===== src/rtl/instruction_fetch_sequencer_if.sv =====
`default_nettype none
// ============================================================================
// Module   : instruction_fetch_sequencer_if
// Purpose  : Bundles the request/stall inputs, the IR feedback and the
//            datapath control/status outputs of the instruction fetch
//            sequencer.
// Modports : master - the sequencer (drives datapath controls and status)
//            slave  - the datapath / controller side
// Signals  : Fetch_Req, Stall, IROut[15:0]                   -> sequencer
//            ARF_OutDSel[1:0], ARF_FunSel[2:0], ARF_RegSel[2:0],
//            Mem_CS, Mem_WR, IR_Write, IR_LH, Busy, Fetch_Done,
//            Instr_Valid, Opcode[5:0], Fetch_Count[15:0]      <- sequencer
// Revision : 1.0  initial release
// ============================================================================
interface instruction_fetch_sequencer_if;
    logic        Fetch_Req;
    logic        Stall;
    logic [15:0] IROut;
    logic [1:0]  ARF_OutDSel;
    logic [2:0]  ARF_FunSel;
    logic [2:0]  ARF_RegSel;
    logic        Mem_CS;
    logic        Mem_WR;
    logic        IR_Write;
    logic        IR_LH;
    logic        Busy;
    logic        Fetch_Done;
    logic        Instr_Valid;
    logic [5:0]  Opcode;
    logic [15:0] Fetch_Count;

    modport master (
        input  Fetch_Req, Stall, IROut,
        output ARF_OutDSel, ARF_FunSel, ARF_RegSel, Mem_CS, Mem_WR,
               IR_Write, IR_LH, Busy, Fetch_Done, Instr_Valid, Opcode,
               Fetch_Count
    );

    modport slave (
        output Fetch_Req, Stall, IROut,
        input  ARF_OutDSel, ARF_FunSel, ARF_RegSel, Mem_CS, Mem_WR,
               IR_Write, IR_LH, Busy, Fetch_Done, Instr_Valid, Opcode,
               Fetch_Count
    );
endinterface
`default_nettype wire


===== src/rtl/instruction_fetch_sequencer.sv =====
`default_nettype none
// ============================================================================
// Module   : instruction_fetch_sequencer
// Purpose  : Fetches one 16-bit instruction as two byte reads at PC into the
//            IR (low half, then high half), incrementing PC after each read.
//            Started by Fetch_Req, completion signalled by a Fetch_Done
//            pulse; keeps the opcode of the last fetch, a valid flag and a
//            completed-fetch counter.
// Ports    : clk_i  - datapath clock, rising edge
//            rst_i  - synchronous active-high reset
//            bus    - instruction_fetch_sequencer_if.master
// Revision : 1.0  initial release
// ============================================================================
module instruction_fetch_sequencer (
    input  wire logic                     clk_i,
    input  wire logic                     rst_i,
    instruction_fetch_sequencer_if.master bus
);

    typedef enum logic [1:0] {
        S_IDLE     = 2'd0,
        S_FETCH_LO = 2'd1,
        S_FETCH_HI = 2'd2,
        S_DONE     = 2'd3
    } state_t;

    state_t      state_q, state_d;
    logic        instr_valid_q, instr_valid_d;
    logic [5:0]  opcode_q, opcode_d;
    logic [15:0] fetch_count_q, fetch_count_d;

    // Raw decode of "perform a memory read + PC increment this cycle"
    logic        access_raw;
    logic        high_half;
    logic        access_en;

    // ------------------------------------------------------------------
    // State and status registers
    // ------------------------------------------------------------------
    always_ff @(posedge clk_i) begin
        if (rst_i) begin
            state_q       <= S_IDLE;
            instr_valid_q <= 1'b0;
            opcode_q      <= 6'h00;
            fetch_count_q <= 16'h0000;
        end else begin
            state_q       <= state_d;
            instr_valid_q <= instr_valid_d;
            opcode_q      <= opcode_d;
            fetch_count_q <= fetch_count_d;
        end
    end

    // ------------------------------------------------------------------
    // Next-state and access decode
    // ------------------------------------------------------------------
    always_comb begin
        state_d       = state_q;
        instr_valid_d = instr_valid_q;
        opcode_d      = opcode_q;
        fetch_count_d = fetch_count_q;
        access_raw    = 1'b0;
        high_half     = 1'b0;

        case (state_q)
            S_IDLE: begin
                if (bus.Fetch_Req) begin
                    state_d       = S_FETCH_LO;
                    instr_valid_d = 1'b0;
                end
            end
            S_FETCH_LO: begin
                if (!bus.Stall) begin
                    access_raw = 1'b1;
                    state_d    = S_FETCH_HI;
                end
            end
            S_FETCH_HI: begin
                if (!bus.Stall) begin
                    access_raw = 1'b1;
                    high_half  = 1'b1;
                    state_d    = S_DONE;
                end
            end
            S_DONE: begin
                // IR is complete here, so the opcode is captured straight
                // from the fed-back IR on the edge leaving DONE.
                opcode_d      = bus.IROut[15:10];
                instr_valid_d = 1'b1;
                fetch_count_d = fetch_count_q + 16'd1;
                state_d       = bus.Fetch_Req ? S_FETCH_LO : S_IDLE;
            end
            default: begin
                state_d = S_IDLE;
            end
        endcase
    end

    // A reset cycle must not let the datapath complete a read or a PC
    // increment on the same edge that returns the sequencer to IDLE.
    assign access_en = access_raw & ~rst_i;

    // ------------------------------------------------------------------
    // Datapath control outputs (idle values unless reading)
    // ------------------------------------------------------------------
    assign bus.ARF_OutDSel = 2'b00;
    assign bus.ARF_FunSel  = access_en ? 3'b001 : 3'b000;
    assign bus.ARF_RegSel  = access_en ? 3'b100 : 3'b000;
    assign bus.Mem_CS      = ~access_en;
    assign bus.Mem_WR      = 1'b0;
    assign bus.IR_Write    = access_en;
    assign bus.IR_LH       = access_en & high_half;

    // ------------------------------------------------------------------
    // Status outputs
    // ------------------------------------------------------------------
    assign bus.Busy        = (state_q == S_FETCH_LO) || (state_q == S_FETCH_HI);
    assign bus.Fetch_Done  = (state_q == S_DONE);
    assign bus.Instr_Valid = instr_valid_q;
    assign bus.Opcode      = opcode_q;
    assign bus.Fetch_Count = fetch_count_q;

endmodule
`default_nettype wire

===== src/flat_wrapper.sv =====
// flat-port wrapper written by rule: the top's interface ports become plain ports
module instruction_fetch_sequencer_flat 
  (clk_i, rst_i, bus_Fetch_Req, bus_Stall, bus_IROut, bus_ARF_OutDSel, bus_ARF_FunSel, bus_ARF_RegSel, bus_Mem_CS, bus_Mem_WR, bus_IR_Write, bus_IR_LH, bus_Busy, bus_Fetch_Done, bus_Instr_Valid, bus_Opcode, bus_Fetch_Count);
  instruction_fetch_sequencer_if bus_i ();
  input  wire logic clk_i;
  input  wire logic rst_i;
  input wire logic [$bits(bus_i.Fetch_Req)-1:0] bus_Fetch_Req;
  input wire logic [$bits(bus_i.Stall)-1:0] bus_Stall;
  input wire logic [$bits(bus_i.IROut)-1:0] bus_IROut;
  output wire logic [$bits(bus_i.ARF_OutDSel)-1:0] bus_ARF_OutDSel;
  output wire logic [$bits(bus_i.ARF_FunSel)-1:0] bus_ARF_FunSel;
  output wire logic [$bits(bus_i.ARF_RegSel)-1:0] bus_ARF_RegSel;
  output wire logic [$bits(bus_i.Mem_CS)-1:0] bus_Mem_CS;
  output wire logic [$bits(bus_i.Mem_WR)-1:0] bus_Mem_WR;
  output wire logic [$bits(bus_i.IR_Write)-1:0] bus_IR_Write;
  output wire logic [$bits(bus_i.IR_LH)-1:0] bus_IR_LH;
  output wire logic [$bits(bus_i.Busy)-1:0] bus_Busy;
  output wire logic [$bits(bus_i.Fetch_Done)-1:0] bus_Fetch_Done;
  output wire logic [$bits(bus_i.Instr_Valid)-1:0] bus_Instr_Valid;
  output wire logic [$bits(bus_i.Opcode)-1:0] bus_Opcode;
  output wire logic [$bits(bus_i.Fetch_Count)-1:0] bus_Fetch_Count;
  assign bus_i.Fetch_Req = bus_Fetch_Req;
  assign bus_i.Stall = bus_Stall;
  assign bus_i.IROut = bus_IROut;
  assign bus_ARF_OutDSel = bus_i.ARF_OutDSel;
  assign bus_ARF_FunSel = bus_i.ARF_FunSel;
  assign bus_ARF_RegSel = bus_i.ARF_RegSel;
  assign bus_Mem_CS = bus_i.Mem_CS;
  assign bus_Mem_WR = bus_i.Mem_WR;
  assign bus_IR_Write = bus_i.IR_Write;
  assign bus_IR_LH = bus_i.IR_LH;
  assign bus_Busy = bus_i.Busy;
  assign bus_Fetch_Done = bus_i.Fetch_Done;
  assign bus_Instr_Valid = bus_i.Instr_Valid;
  assign bus_Opcode = bus_i.Opcode;
  assign bus_Fetch_Count = bus_i.Fetch_Count;
  instruction_fetch_sequencer u_core (.clk_i(clk_i), .rst_i(rst_i), .bus(bus_i));
endmodule

===== config.mk =====
export PLATFORM = sky130hd
export DESIGN_NAME = instruction_fetch_sequencer_flat
export DESIGN_NICKNAME = d
export VERILOG_FILES = /design/src/rtl/instruction_fetch_sequencer_if.sv /design/src/rtl/instruction_fetch_sequencer.sv /design/src/flat_wrapper.sv
export SDC_FILE = /design/constraint.sdc
export NUM_CORES = 1
export LEC_CHECK = 0
export BUFFER_PORTS_ARGS = -buffer_cell sky130_fd_sc_hd__clkbuf_2
export CORE_MARGIN = 2
export CORE_UTILIZATION = 45
export DETAILED_ROUTE_END_ITERATION = 8
export GPL_ROUTABILITY_DRIVEN = 0
export GPL_TIMING_DRIVEN = 1
export PLACE_DENSITY = 0.87
export SETUP_SLACK_MARGIN = 0.3
export SLEW_MARGIN = 10
export SYNTH_ARGS = -nofsm -noshare
export SYNTH_HDL_FRONTEND = slang
export SYNTH_SLANG_ARGS = --single-unit
export TNS_END_PERCENT = 20

===== constraint.sdc =====
create_clock -name clk_i -period 2.08 [get_ports clk_i]
set_input_delay 0.416 -clock clk_i [delete_from_list [all_inputs] [get_ports clk_i]]
set_output_delay 0.416 -clock clk_i [all_outputs]
set_load 0.01 [all_outputs]

; Yosys cells after proc, flatten, opt, wreduce, memory -nomap -nowiden
; Cells that the tools add are included.
[totals]
regBits = 25
latchBits = 0
ram_bits = 0
romBits = 0
inputBits = 20
out_inout_bits = 37
elab_cells = 33
n_memories = 0
[op_classes]
add_sub_neg = 1
mul = 0
n_div = 0
order_cmp = 0
eq_ne = 6
shift = 0
n_mux = 12
n_bitwise = 4
reduce_logical = 6
[ops]
columns = op, count
row1 = 16-bit by 1-bit adder with 16-bit output (second input constant), 1
row2 = 2-bit case mux with 4 select lines, 1
row3 = 1-bit 2-to-1 mux, 6
row4 = 2-bit 2-to-1 mux, 3
row5 = 2-bit inequality test (second input constant), 3
row6 = 2-bit equality test (second input constant), 2
row7 = 3-bit 2-to-1 mux, 1
row8 = 3-bit AND reduction, 1
row9 = 1-bit AND, 2
row10 = 2-bit by 1-bit equality test with 1-bit output (second input constant), 1
row11 = 2-bit logical NOT, 1
row12 = 1-bit NOT, 2
row13 = 1-bit case mux with 2 select lines, 1
row14 = 2-bit AND reduction, 1
row15 = 2-bit nonzero test, 1
row16 = 2-bit OR reduction, 1
row17 = 1-bit logical OR, 1

; Longest topological paths before layout
; Gate-level depths: netlist of the first run.
[depth]
depth_word = 5
depth_mapped = 6

; Worst setup path before layout of the first run
; No wires, ideal clock.
[synth_path]
path_type = register to register
from = register u_core.state_q[1]
to = register u_core.fetch_count_q[15] (netlist: u_core.bus.Fetch_Count[15])
setup_ns = 0.070
arrival_ns = 1.677
required_time_ns = 2.010
setup_slack_ns = 0.333
path_stages_with_launch = 7
synth_period_minus_slack_ns = 1.747
cell_sequence = dfxtp_1 -> ha_1 -> buf_4 -> and4_4 -> nand4_4 -> or4_1 -> a21oi_1
[synth_between]
elab_chain_len = 1
[synth_rtl]
columns = item, line_no
row1 = "start, declared", instruction_fetch_sequencer.sv:27  ; state_t state_q, state_d;
row2 = "start signal, assigned", instruction_fetch_sequencer.sv:47  ; state_q <= state_d;
row3 = 2-bit equality test, --
row4 = named net bus_Fetch_Done, flat_wrapper.sv:18  ; output wire logic [$bits(bus_i.Fetch_Done)-1:0] bus_Fetch_Done;
row5 = "end signal, assigned", instruction_fetch_sequencer.sv:50  ; fetch_count_q <= fetch_count_d;
row6 = "end, declared", instruction_fetch_sequencer.sv:30  ; logic [15:0] fetch_count_q, fetch_count_d;
; The timed path passes the listed nets, and every way through them passes these cells.
; A chain may end at the register's enable or synchronous reset.

; Worst setup path after layout of the first run
[layout_path]
from = register u_core.state_q[1]
to = output bus_Fetch_Done
[layout_between]
elab_chain_len = 1
[layout_rtl]
columns = item, line_no
row1 = 2-bit equality test, instruction_fetch_sequencer.sv:118  ; assign bus.Fetch_Done = (state_q == S_DONE);
row2 = "end, declared", flat_wrapper.sv:18
; No other way between the ends.

==> results by group, run 1 <==
Detailed routing
  – WL/cell: 11.1 um
  – Remaining DRCs: 0
  – WL final: 2.25 mm
  – Via density: 5.01
  – 1st-pass router iterations: 4
  – DR iter-0 viols: 11
  – Antenna-violating nets left: 0
  – Routed via count: 1013

Global route
  – Top Usage Layer GRT: met2
  – First-pass GRT wire length: 3.96 mm
  – GR met3 Demand/Resource: 0.0535
  – Vias in the first global route: 921
  – Routing usage on met1: 0.193
  – M2 GR Usage: 0.262
  – GR Util All Layers: 0.156
  – Grt total ovfl: 0
  – Largest net degree at the start of global routing: 27
  – Initial antenna violation count: 0

Die
  – Die footprint: 3130 um^2
  – Die height: 55.9 um
  – Core box area: 2520 um^2
  – Die extent in x: 55.9 um
  – Initial core utilization: 0.481
  – Row count: 18
  – Top-Level Pins: 57

Critical path
  – Critical Path RT: 1.66 ns
  – R2R Path End: u_core.bus.Fetch_Count[14]
  – CP Launch Point: u_core.state_q[1]
  – Buf+Inv Stages, Crit Path: 2
  – Crit-path cells: ha_1 > buf_4 > clkbuf_2
  – Top cell family by delay on the critical path: buffers and inverters
  – Critical Path AT: 1.30 ns
  – CP startpoint kind: register
  – CP endpoint: bus_Fetch_Done
  – CP max FO: 17
  – RR Startpoint: u_core.bus.Fetch_Count[3]
  – CP Capture Type: output pin
  – Worst path slowest cell: dfxtp_2
  – CP peak stage delay: 0.38 ns
  – R2R cell count: 4
  – Cell depth of the worst setup path: 3
  – CP Class: reg2out
  – R2R Setup Slk: 0.41 ns

Final layout
  – FF+latch area: 503 um^2
  – Most common cell after layout, fill and taps aside: clkbuf_2
  – Finished Layout Cells: 202
  – Most frequent cells in the layout: 38 x clkbuf_2, 23 x dfxtp_1, 20 x nor2_1, 8 x a21oi_1, 8 x xor2_1
  – Final #Nets: 198
  – Fill cells: 246
  – Share of layout cells above drive strength 1: 0.326
  – Multi-input gate area: 641 um^2
  – Ant diodes: 0
  – Layout overhead on the synthesized area: 18.6%

Clock tree
  – Max Root-Sink Buffers: 2
  – H-Tree Depth: 1
  – TritonCTS Sinks: 25
  – CTS Buf Count: 3
  – Clock slew at reported path FFs: 0.13 ns
  – Root Driver: clkbuf_4
  – CTS tree: yes
  – Number of hold buffers added after CTS: 0
  – Clock latency on the worst-skew pair: 0.32 ns

Min path
  – Worst Hold Depth: 3
  – Min-Delay Path Class: in2reg

Placement
  – Port Buffers: 39
  – Placed cells: 197
  – DPL Wire Length: 1.67 mm
  – DP Worst Slack: 0.444 ns

Timing
  – Final Setup Violations: 0
  – Setup TNS: 0 ns
  – Final hold slack: 0.324 ns
  – Worst Clk Skew: 0.00310 ns
  – Fin crit share: 0.825
  – Final Hold Fails: 0
  – Unrepaired setup endpoints after global routing: yes
  – Minimum clock period: 1.72 ns
  – Worst setup margin: 0.364 ns
  – Max-slew violations: 0
  – FMAX: 583 MHz

Pwr
  – Maximum vdd drop: 680 uV
  – Lkg Pwr: 0.651 nW
  – Power density over the cells: 782 nW/um^2

Synth
  – Sequential-to-total area share from yosys stat: 0.413
  – Yosys Warn Count: 0
  – Predominant post-synthesis flop cell: dfxtp_1
  – Netlist cell types: 32
  – EDFF count, synth: 0
  – Synthesized flop and latch total: 25
  – Synth Area per Inst: 8.98 um^2
  – Synthesized cell area: 1210 um^2
  – Ys async rst share: 0
  – Cells after synthesis: 135

Run status
  – Status: finished clean

Job
  – Max-cap violations: 0
-- report_power, final --
part	leakage [nW]	switching [mW]	total [mW]	internal, mW
registers	0.203	0.0286	0.546	0.517
logic	0.431	0.196	0.363	0.166
clock network	0.0177	0.143	0.215	0.0720
-- state kept, by name (all words and copies together) (netlist names) --
name,flops
u_core.bus.Opcode,6
u_core.bus.Instr_Valid,1
u_core.state_q,2
u_core.bus.Fetch_Count,16
-- metrics by stage --
stage                      util  area, um^2  power (mW)
after CTS                 0.565        1430        1.12
final                     0.570        1440        1.12
after floorplan               -        1230       0.798
after detailed placement  0.549        1380       0.868
after global placement    0.549        1380       0.864
after global routing      0.570        1440        1.20
-- routing by layer --
metal / wire length (um) / up-vias
li1: - / 520
met1: 1020 / 457
met2: 1050 / 34
met3: 155 / 2
met4: 15 / 0
met5: 0 / -
-- logic make-up (layout without fill, tap and decap cells) --
kind of cell,count (synthesis),count (layout),share of synthesized area
flip-flops,25,25,0.413
adder cells (fa/ha/maj),5,5,0.0516
AO/OA/AOI/OAI,17,17,0.0795
AND/OR/NAND/NOR,52,52,0.230
multiplexers,8,8,0.0671
other,1,7,0.00309
buffers and inverters,18,49,0.0908
XOR/XNOR,9,9,0.0650
-- final cells by class --
| type | instances | share of cell area |
|---|---|---|
| multi-input combinational | 98 | 0.446 |
| sequential | 25 | 0.350 |
| timing repair buffer | 42 | 0.151 |
| tap | 30 | 0.0261 |
| clock buffer | 3 | 0.0157 |
| inverter | 3 | 0.00783 |
| clock inverter | 1 | 0.00348 |
-- repair_timing --
action	4_1_cts	5_1_grt
setup endpoints to repair	4	6
pin swaps	0	0
buffers inserted	0	1
resized for setup	3	4
-- worst min-delay path by stage --
stage	end	startpoint	slack, ns
2_1_floorplan	u_core.bus.Fetch_Count[15]	u_core.bus.Fetch_Count[15]	0.50
3_3_place_gp	u_core.bus.Fetch_Count[15]	u_core.bus.Fetch_Count[15]	0.47
3_5_place_dp	u_core.bus.Opcode[4]	u_core.bus.Opcode[4]	0.48
4_1_cts	u_core.bus.Opcode[1]	bus_IROut[11]	0.32
5_1_grt	u_core.bus.Opcode[2]	bus_IROut[12]	0.31
6_report	u_core.bus.Opcode[1]	bus_IROut[11]	0.32
-- synthesized netlist by cell type, types with 3 or more instances --
master	count	area, um^2
buf_4	11	82.6
ha_1	5	62.6
clkbuf_1	3	11.3
dfxtp_1	25	500
xor2_1	8	70.1
mux2i_1	7	70.1
nor2_1	20	75.1
or3_1	3	18.8
nand3_1	6	30.0
a21oi_1	8	40.0
o21ai_0	5	25.0
inv_1	3	11.3
nand4_1	4	25.0
nand2_1	5	18.8
-- worst register-to-register path: cells and delay by family, from the launching register on --
family,cells,cell delay (ns)
AO/OA/AOI/OAI,1,0.14
flip-flops,1,0.43
AND/OR/NAND/NOR,3,1.05
Note: power is estimated with default switching activity, not from simulation.
==> inputs of run 2 (changes only) <==
==> constraint.sdc (replaced) <==
create_clock -name clk_i -period 1.74 [get_ports clk_i]
set_input_delay 0.348 -clock clk_i [delete_from_list [all_inputs] [get_ports clk_i]]
set_output_delay 0.348 -clock clk_i [all_outputs]
set_load 0.01 [all_outputs]
==> run 2 against run 1 <==
Net effect:
- highest routed layer unchanged
- combinational power up 61%
- global-route usage increased by 1.9 points
- final cell count up 3.5%
- clock-buffer cell count did not move
- critical path depth rose by 1
- design area increased by 6.9%
- worst hold slack got worse by 0.063 ns
- total power grew 35%
- sequential power up 23%
- utilization grew 3.9 points
- non-clock buffer count up 7
==> results by group, run 2 (synthesis gave the netlist of run 1 again) <==
Die
  – Top-Level Pins: 57 (unchanged)
  – Die footprint: 3130 um^2 (unchanged)
  – Row count: 18 (unchanged)
  – Die extent in x: 55.9 um (unchanged)
  – Core box area: 2520 um^2 (unchanged)
  – Die height: 55.9 um (unchanged)
  – Initial core utilization: 0.481 (unchanged)

Detailed routing
  – Remaining DRCs: 0 (unchanged)
  – Antenna-violating nets left: 0 (unchanged)
  – DR iter-0 viols: 19 (was 11)
  – Routed via count: 1106 (was 1013)
  – 1st-pass router iterations: 4 (unchanged)
  – Via density: 5.29 (was 5.01)
  – WL final: 2.74 mm (was 2.25 mm)
  – WL/cell: 13.1 um (was 11.1 um)

Timing
  – Minimum clock period: 1.66 ns
  – Max-slew violations: 0 (unchanged)
  – FMAX: 603 MHz
  – Setup TNS: 0 ns (unchanged)
  – Final Setup Violations: 0 (unchanged)
  – Final Hold Fails: 0 (unchanged)
  – Worst setup margin: 0.0818 ns (was 0.364 ns)
  – Worst Clk Skew: 0.0110 ns (was 0.00310 ns)
  – Fin crit share: 0.953
  – Unrepaired setup endpoints after global routing: yes (unchanged)

Global route
  – Routing usage on met1: 0.185 (was 0.193)
  – Vias in the first global route: 990 (was 921)
  – First-pass GRT wire length: 4.31 mm (was 3.96 mm)
  – GR met3 Demand/Resource: 0.0419 (was 0.0535)
  – Largest net degree at the start of global routing: 27 (unchanged)
  – M2 GR Usage: 0.327 (was 0.262)
  – Top Usage Layer GRT: met2 (unchanged)
  – GR Util All Layers: 0.174 (was 0.156)
  – Initial antenna violation count: 0 (unchanged)
  – Grt total ovfl: 0 (unchanged)

Clock tree
  – Number of hold buffers added after CTS: 0 (unchanged)
  – Max Root-Sink Buffers: 2 (unchanged)
  – Clock latency on the worst-skew pair: 0.32 ns (about the same)
  – TritonCTS Sinks: 25 (unchanged)
  – Root Driver: clkbuf_4 (unchanged)
  – Clock slew at reported path FFs: 0.14 ns (was 0.13 ns)
  – CTS tree: yes (unchanged)
  – H-Tree Depth: 1 (unchanged)
  – CTS Buf Count: 3 (unchanged)

Pwr
  – Logic pwr share: 0.385 (was 0.323)
  – Power density over the cells: 985 nW/um^2 (was 782 nW/um^2)
  – P_int: 0.999 mW (was 0.756 mW)
  – NetSw: 0.514 mW (was 0.368 mW)
  – Net Sw Frac: 0.340 (was 0.327)
  – Clk network pwr share: 0.173 (was 0.191)
  – Sequential share of power: 0.442 (was 0.486)
  – Lkg Pwr: 0.686 nW (was 0.651 nW)
  – Maximum vdd drop: 846 uV (was 680 uV)

Final layout
  – Final #Nets: 205 (was 198)
  – Ant diodes: 0 (unchanged)
  – Share of layout cells above drive strength 1: 0.385 (was 0.326)
  – Most frequent cells in the layout: 36 x clkbuf_2, 23 x dfxtp_1, 20 x nor2_1, 9 x buf_4, 8 x xor2_1 (was 38 x clkbuf_2, 23 x dfxtp_1, 20 x nor2_1, 8 x a21oi_1, 8 x xor2_1)
  – Layout overhead on the synthesized area: 26.7% (was 18.6%)
  – Most common cell after layout, fill and taps aside: clkbuf_2 (unchanged)
  – Max reg flops: 16 (unchanged)

Critical path
  – CP startpoint kind: register (unchanged)
  – CP Class: reg2out (unchanged)
  – CP Capture Type: output pin (unchanged)
  – CP peak stage delay: 0.39 ns (was 0.38 ns)
  – Crit-path cells: inv_4 > ha_4 > and3_4 > buf_6 (was ha_1 > buf_4 > clkbuf_2)
  – Worst path slowest cell: dfxtp_4 (was dfxtp_2)
  – Critical Path AT: 1.31 ns (was 1.30 ns)
  – CP max FO: 3 (was 17)
  – Critical Path RT: 1.39 ns (was 1.66 ns)

Placement
  – DPL Wire Length: 1.89 mm (was 1.67 mm)
  – Port Buffers: 39 (unchanged)
  – DP Worst Slack: 0.196 ns (was 0.444 ns)

Min path
  – Min-Delay Path Class: in2reg (unchanged)

Job
  – Max-cap violations: 0 (unchanged)

Run status
  – Status: finished clean (unchanged)
==> run 2: cell count changes in the layout (fill, tap and decap cells not counted), sizes merged <==
cell	before	now
clkbuf	41	39
buf	4	13
==> run 2: worst paths after layout <==
kind	start	end	slack, ns	cells after the start
worst max-delay path	u_core.state_q[1]	bus_IR_LH	0.08	4
worst max register to register	u_core.state_q[1]	u_core.bus.Fetch_Count[15]	0.10	6
worst min register to register	u_core.bus.Opcode[3]	u_core.bus.Opcode[3]	0.52	2
worst min-delay path	bus_IROut[10]	u_core.bus.Opcode[0]	0.26	3
==> run 2: critical path: cells and delay by family, from the launching register on <==
family / cells / cell delay [ns]
adders and majority gates: 1 / 0.28
buffers and inverters: 2 / 0.15
DFF: 1 / 0.39
and+or+nand+nor: 1 / 0.18
==> run 2: final cells by class <==
class | instances | area (um^2)
multi-input combinational | 98 | 667
clock inverter | 1 | 5.00
inverter | 3 | 16.3
clock buffer | 3 | 22.5
fill | 203 | 986
timing repair buffer | 49 | 280
tap | 30 | 37.5
sequential | 25 | 508
==> run 2: routing by layer <==
metal	wire, um	vias up
li1	-	532
met1	1110	537
met2	1430	32
met3	166	5
met4	34	0
met5	0	-
==> run 2: per-stage QoR <==
step	hold WS [ns]	utilization	cell area [um^2]	instances	power [mW]
after floorplan	0.495	-	1250	141	0.975
after global placement	0.463	0.558	1410	198	1.04
after detailed placement	0.478	0.558	1410	198	1.07
after CTS	0.258	0.593	1500	207	1.47
after global routing	0.266	0.609	1540	209	1.60
final	0.261	0.609	1540	209	1.51
==> run 2: power by group through the flow <==
stage	clock [mW]	sequential [mW]	combinational (mW)
detailed placement	0	0.673	0.396
finish	0.262	0.670	0.583
CTS	0.270	0.654	0.550
global route	0.291	0.677	0.636
floorplan	0	0.677	0.298
global placement	0	0.671	0.371
==> run 2: what timing repair did <==
item / 4_1_cts / 5_1_grt
resized for setup: 7 / 11
buffers inserted: 5 / 2
setup endpoints to repair: 14 / 14
cloned: 0 / 0
pin swaps: 1 / 2
